[config.mk]
export PLATFORM = sky130hd
export DESIGN_NAME = alu_serial_flat
export DESIGN_NICKNAME = d
export VERILOG_FILES = /design/src/rtl/alu_serial_if.sv /design/src/rtl/alu_serial.sv /design/src/flat_wrapper.sv
export SDC_FILE = /design/constraint.sdc
export NUM_CORES = 1
export LEC_CHECK = 0
export CORE_ASPECT_RATIO = 0.8
export CORE_MARGIN = 5
export CORE_UTILIZATION = 30
export CTS_CLUSTER_SIZE = 30
export DETAILED_ROUTE_END_ITERATION = 8
export DONT_BUFFER_PORTS = 1
export PLACE_DENSITY = 0.54
export SLEW_MARGIN = 20
export SYNTH_ARGS = -nofsm -noshare
export SYNTH_HDL_FRONTEND = slang
export SYNTH_SLANG_ARGS = --single-unit
export TNS_END_PERCENT = 5
[constraint.sdc]
create_clock -name clk -period 4.8 [get_ports clk]
set_input_delay 1.44 -clock clk [delete_from_list [all_inputs] [get_ports clk]]
set_output_delay 1.44 -clock clk [all_outputs]
set_load 0.05 [all_outputs]
[src/rtl/alu_serial_if.sv]
// Handshake and operand/result bundle for the bit-serial ALU.
`timescale 1ns/1ps
interface alu_serial_if #(
  parameter int unsigned WIDTH = 8
);
  logic             in_valid;
  logic             in_ready;
  logic [WIDTH-1:0] a;
  logic [WIDTH-1:0] b;
  logic             inva;
  logic             ena;
  logic             enb;
  logic [1:0]       f;
  logic             cin;
  logic             use_acc;
  logic             out_valid;
  logic             out_ready;
  logic [WIDTH-1:0] result;
  logic             cout;
  logic             zero;
  logic             neg;
  logic             ovf;

  modport master (
    output in_valid, a, b, inva, ena, enb, f, cin, use_acc, out_ready,
    input  in_ready, out_valid, result, cout, zero, neg, ovf
  );

  modport slave (
    input  in_valid, a, b, inva, ena, enb, f, cin, use_acc, out_ready,
    output in_ready, out_valid, result, cout, zero, neg, ovf
  );
endinterface

[src/rtl/alu_serial.sv]
// Bit-serial ALU: one full-adder/logic slice, LSB first, WIDTH cycles per op.
// Optional accumulator operand source enabled by defining ALU_ACC_EN.
`timescale 1ns/1ps
module alu_serial #(
  parameter int unsigned WIDTH = 8
) (
  input logic         clk,
  input logic         rst,
  alu_serial_if.slave bus
);
  localparam int unsigned CntW = $clog2(WIDTH);

  typedef enum logic [1:0] {StIdle, StShift, StDone} state_e;

  state_e           state_q, state_d;
  logic [WIDTH-1:0] a_q, a_d, b_q, b_d, res_q, res_d;
  logic             inva_q, inva_d, ena_q, ena_d, enb_q, enb_d;
  logic [1:0]       f_q, f_d;
  logic             carry_q, carry_d;
  logic [CntW-1:0]  cnt_q, cnt_d;
  logic             cout_q, cout_d, zero_q, zero_d, neg_q, neg_d, ovf_q, ovf_d;
  logic [WIDTH-1:0] op_a;

`ifdef ALU_ACC_EN
  logic [WIDTH-1:0] acc_q, acc_d;
  assign op_a = bus.use_acc ? acc_q : bus.a;
`else
  logic unused_use_acc;
  assign unused_use_acc = bus.use_acc;
  assign op_a = bus.a;
`endif

  // Single slice evaluated on bit 0 of the shifting operands.
  logic             a_bit, b_bit, r_bit, carry_out, is_arith, last_bit;
  logic [WIDTH-1:0] res_shift;

  always_comb begin
    a_bit     = inva_q ? ~a_q[0] : (ena_q & a_q[0]);
    b_bit     = enb_q & b_q[0];
    carry_out = (a_bit & b_bit) | (carry_q & (a_bit ^ b_bit));
    is_arith  = (f_q == 2'b11);
    r_bit     = 1'b0;
    case (f_q)
      2'b00:   r_bit = a_bit & b_bit;
      2'b01:   r_bit = a_bit | b_bit;
      2'b10:   r_bit = ~b_bit;
      default: r_bit = a_bit ^ b_bit ^ carry_q;
    endcase
    res_shift = {r_bit, res_q[WIDTH-1:1]};
    last_bit  = (cnt_q == CntW'(WIDTH - 1));
  end

  always_comb begin
    state_d = state_q;
    a_d     = a_q;
    b_d     = b_q;
    res_d   = res_q;
    inva_d  = inva_q;
    ena_d   = ena_q;
    enb_d   = enb_q;
    f_d     = f_q;
    carry_d = carry_q;
    cnt_d   = cnt_q;
    cout_d  = cout_q;
    zero_d  = zero_q;
    neg_d   = neg_q;
    ovf_d   = ovf_q;
`ifdef ALU_ACC_EN
    acc_d   = acc_q;
`endif
    unique case (state_q)
      StIdle: begin
        if (bus.in_valid) begin
          a_d     = op_a;
          b_d     = bus.b;
          inva_d  = bus.inva;
          ena_d   = bus.ena;
          enb_d   = bus.enb;
          f_d     = bus.f;
          carry_d = bus.cin;
          cnt_d   = '0;
          state_d = StShift;
        end
      end
      StShift: begin
        res_d   = res_shift;
        a_d     = a_q >> 1;
        b_d     = b_q >> 1;
        carry_d = carry_out;
        cnt_d   = cnt_q + CntW'(1);
        if (last_bit) begin
          // carry_q here is the carry into the MSB.
          zero_d  = (res_shift == '0);
          neg_d   = r_bit;
          cout_d  = is_arith & carry_out;
          ovf_d   = is_arith & (carry_q ^ carry_out);
          state_d = StDone;
        end
      end
      StDone: begin
        if (bus.out_ready) begin
          state_d = StIdle;
`ifdef ALU_ACC_EN
          acc_d   = res_q;
`endif
        end
      end
      default: state_d = StIdle;
    endcase
  end

  always_ff @(posedge clk or posedge rst) begin
    if (rst) begin
      state_q <= StIdle;
      a_q     <= '0;
      b_q     <= '0;
      res_q   <= '0;
      inva_q  <= 1'b0;
      ena_q   <= 1'b0;
      enb_q   <= 1'b0;
      f_q     <= 2'b00;
      carry_q <= 1'b0;
      cnt_q   <= '0;
      cout_q  <= 1'b0;
      zero_q  <= 1'b0;
      neg_q   <= 1'b0;
      ovf_q   <= 1'b0;
`ifdef ALU_ACC_EN
      acc_q   <= '0;
`endif
    end else begin
      state_q <= state_d;
      a_q     <= a_d;
      b_q     <= b_d;
      res_q   <= res_d;
      inva_q  <= inva_d;
      ena_q   <= ena_d;
      enb_q   <= enb_d;
      f_q     <= f_d;
      carry_q <= carry_d;
      cnt_q   <= cnt_d;
      cout_q  <= cout_d;
      zero_q  <= zero_d;
      neg_q   <= neg_d;
      ovf_q   <= ovf_d;
`ifdef ALU_ACC_EN
      acc_q   <= acc_d;
`endif
    end
  end

  assign bus.in_ready  = (state_q == StIdle);
  assign bus.out_valid = (state_q == StDone);
  assign bus.result    = res_q;
  assign bus.cout      = cout_q;
  assign bus.zero      = zero_q;
  assign bus.neg       = neg_q;
  assign bus.ovf       = ovf_q;
endmodule
[src/flat_wrapper.sv]
// flat-port wrapper written by rule: the top's interface ports become plain ports
module alu_serial_flat 
#(
  parameter int unsigned WIDTH = 8
)
  (clk, rst, bus_in_valid, bus_a, bus_b, bus_inva, bus_ena, bus_enb, bus_f, bus_cin, bus_use_acc, bus_out_ready, bus_in_ready, bus_out_valid, bus_result, bus_cout, bus_zero, bus_neg, bus_ovf);
  alu_serial_if #(.WIDTH(WIDTH)) bus_i ();
  input logic clk;
  input logic rst;
  input wire logic [$bits(bus_i.in_valid)-1:0] bus_in_valid;
  input wire logic [$bits(bus_i.a)-1:0] bus_a;
  input wire logic [$bits(bus_i.b)-1:0] bus_b;
  input wire logic [$bits(bus_i.inva)-1:0] bus_inva;
  input wire logic [$bits(bus_i.ena)-1:0] bus_ena;
  input wire logic [$bits(bus_i.enb)-1:0] bus_enb;
  input wire logic [$bits(bus_i.f)-1:0] bus_f;
  input wire logic [$bits(bus_i.cin)-1:0] bus_cin;
  input wire logic [$bits(bus_i.use_acc)-1:0] bus_use_acc;
  input wire logic [$bits(bus_i.out_ready)-1:0] bus_out_ready;
  output wire logic [$bits(bus_i.in_ready)-1:0] bus_in_ready;
  output wire logic [$bits(bus_i.out_valid)-1:0] bus_out_valid;
  output wire logic [$bits(bus_i.result)-1:0] bus_result;
  output wire logic [$bits(bus_i.cout)-1:0] bus_cout;
  output wire logic [$bits(bus_i.zero)-1:0] bus_zero;
  output wire logic [$bits(bus_i.neg)-1:0] bus_neg;
  output wire logic [$bits(bus_i.ovf)-1:0] bus_ovf;
  assign bus_i.in_valid = bus_in_valid;
  assign bus_i.a = bus_a;
  assign bus_i.b = bus_b;
  assign bus_i.inva = bus_inva;
  assign bus_i.ena = bus_ena;
  assign bus_i.enb = bus_enb;
  assign bus_i.f = bus_f;
  assign bus_i.cin = bus_cin;
  assign bus_i.use_acc = bus_use_acc;
  assign bus_i.out_ready = bus_out_ready;
  assign bus_in_ready = bus_i.in_ready;
  assign bus_out_valid = bus_i.out_valid;
  assign bus_result = bus_i.result;
  assign bus_cout = bus_i.cout;
  assign bus_zero = bus_i.zero;
  assign bus_neg = bus_i.neg;
  assign bus_ovf = bus_i.ovf;
  alu_serial #(.WIDTH(WIDTH)) u_core (.clk(clk), .rst(rst), .bus(bus_i));
endmodule
==> out/qor.txt <==
Run status -> finished, final reports clean
Synth Cell Area -> 1790 um^2
Post-synthesis area per instance -> 9.76 um^2
First-pass GRT wire length -> 6.02 mm
Reg2reg start -> u_core.inva_q$_DFFE_PP0P_
Worst path slowest cell -> nor2_1
Final Skew -> 7.84 ps
# IOs -> 41
Crit-path max FO -> 6
Starting Density -> 0.305
Max cap viols -> 0
Post-detail-place hpwl -> 2.36 mm
Drc violations -> 0
Final Cycle Share -> 0.606
Area occupied by multi-input gates -> 711 um^2
Post_cts resized -> 0
CTS buffer count -> 5
DRT antenna net count -> 0
Sequential cell area -> 976 um^2
CP Launch Point -> u_core.state_q[0]$_DFFE_PP0P_
Pins Over Slew Limit -> 0
Maximum vdd drop -> 0.213 mV
Via count -> 1,187
Post-synth cell types -> 28
Setup TNS -> 0 ps
Synth area leaders -> dfrtp_1 55%, nand2_1 11%, a31oi_1 4.9%
Total die area -> 7610 um^2
Core area -> 5850 um^2
CTS root buf -> clkbuf_8
Clock-pin slew on the worst setup and hold paths -> 80 ps
Ys flop type -> dfrtp_1
Fillcell total -> 613
Most instantiated library cell after synthesis -> nand2_1
Power, Total -> 1.48 mW
Critical Path, Cell by Cell -> nor2_1
Synth top area share -> 0.546
#FFs+latches synth -> 39
Worst-Skew Late Latency -> 290 ps
Vias in the first global route -> 1,220
Crit path time final -> 2910 ps
Rows -> 25
Ant diodes -> 0
CP Capture Type -> output pin
Sequential fraction of the synthesis area -> 0.546
Max incr delay on CP -> 720 ps
DRT iter0 DRCs -> 32
First drt pass iteration count -> 4
Initial antenna violation count -> 0
Placer's final routability congestion estimate -> 0.647
Largest net degree at the start of global routing -> 49
Final WL -> 3.56 mm
Clock sink total -> 39
Vias/cell -> 4.50
Syn Nets -> 215
Routed len/inst -> 13.5 um
Final hold vios -> 0
Hold crit path type -> flip-flop to flip-flop
IO Port Bufs -> 0
WP data required -> 3360 ps
Die Span X -> 96.3 um
Area grow syn2layout -> 9.38%
GRT Overall Usage -> 0.103
Worst path buffer plus inverter count -> 0
Hold-fix buffers, CTS -> 0
Final setup violation count -> 0
Fmax -> 344 MHz
Fraction of registers with async set/reset -> 1.00
RSZ-0062 raised after global routing -> false
Arrival @ worst endpoint -> 1470 ps
# H-tree levels -> 2
Synth cell count leaders -> 54 x nand2_1, 39 x dfrtp_1, 15 x nor2_1
Clock Path Buffers -> 2
Crit path kind -> flip-flop to output pin
Post-CTS Setup Inserts -> 0
Crit path launch type -> flip-flop
Total number of yosys warnings -> 0
Post-synth EDFFs -> 0
Hold slack final -> 473 ps
Total gr overflow -> 0
Hold Crit Start -> u_core.enb_q$_DFFE_PP0P_
Rel. slew slack -> 0.374
Yosys top cell by area -> dfrtp_1
Least-Margin Pin Slew -> 939 ps
Mapped Cells -> 183
P_leak -> 0.910 nW
Power per Cell Area -> 759 nW/um^2
Crit path max-delay family -> simple AND/OR/NAND/NOR gates
CTS tree -> yes
Die span in y -> 79.0 um
Nets -> 214
Share of cells above drive strength 1 -> 0.0929
report_power, final:
group	leakage (nW)	internal, mW	switching, mW	total, mW
Clock	0.0612	0.168	0.116	0.284
Sequential	0.478	0.475	0.250	0.725
Combinational	0.371	0.191	0.282	0.473
per-stage QoR:
step	util	instances	area, um^2	setup slack, ps
2_1_floorplan	-	183	1790	2280
3_3_place_gp	0.314	256	1840	2130
3_5_place_dp	0.314	256	1840	2120
4_1_cts	0.334	264	1950	1870
5_1_grt	0.334	264	1950	1840
6_report	0.334	264	1950	1890
flip-flops by register name, indices dropped and copies added (netlist names):
signal / flops
u_core.a_q: 8
u_core.b_q: 8
u_core.bus.cout: 1
u_core.bus.neg: 1
u_core.bus.ovf: 1
u_core.bus.result: 8
u_core.bus.zero: 1
u_core.carry_q: 1
u_core.cnt_q: 3
u_core.ena_q: 1
u_core.enb_q: 1
u_core.f_q: 2
u_core.inva_q: 1
u_core.state_q: 2
logic make-up after synthesis:
group	count (synthesis)	share of synthesized area
DFF	39	0.546
and+or+nand+nor	85	0.204
buffers and inverters	19	0.0574
xor gates and xnor gates	1	0.00490
muxes	9	0.0623
AOI/OAI and AO/OA	25	0.0861
adders and majority gates	5	0.0392
area by class of cell:
type / instances / area share
clock inverters: 2 / 0.0179
well taps: 81 / 0.0519
multi-input cells: 125 / 0.364
clock buffers: 6 / 0.0423
inverters: 9 / 0.0173
repair buffers: 2 / 0.00768
flip-flops and latches: 39 / 0.499
worst paths after layout:
path	endpoint	slack, ps	depth (start not counted)
setup reg to reg	u_core.bus.zero$_DFFE_PP0P_	2840	5
min in group asynchronous	u_core.state_q[1]$_DFFE_PP0P_	1160	2
setup / recovery	bus_in_ready	1890	1
max in group asynchronous	u_core.b_q[1]$_DFFE_PP0P_	3290	2
hold / removal	u_core.enb_q$_DFFE_PP0P_	470	2
hold reg to reg	u_core.enb_q$_DFFE_PP0P_	470	2
layer usage:
layer  wire, um  vias up  global-route usage
li1           -      604                   -
met5          0        -                   0
met2       1360       36               0.139
met4         48        0              0.0384
met1       1820      539               0.143
met3        337        8              0.0483
layout by cell type (no fill, tap or decap), types with 4 or more instances in the layout:
master    count
nand2_1      54
nor2_1       15
ha_1          4
nand3_1       7
clkbuf_8      6
inv_1         7
dfrtp_1      39
mux2_1        7
o21ai_1       9
a31oi_1      14
(Power assumes the default switching activity.)
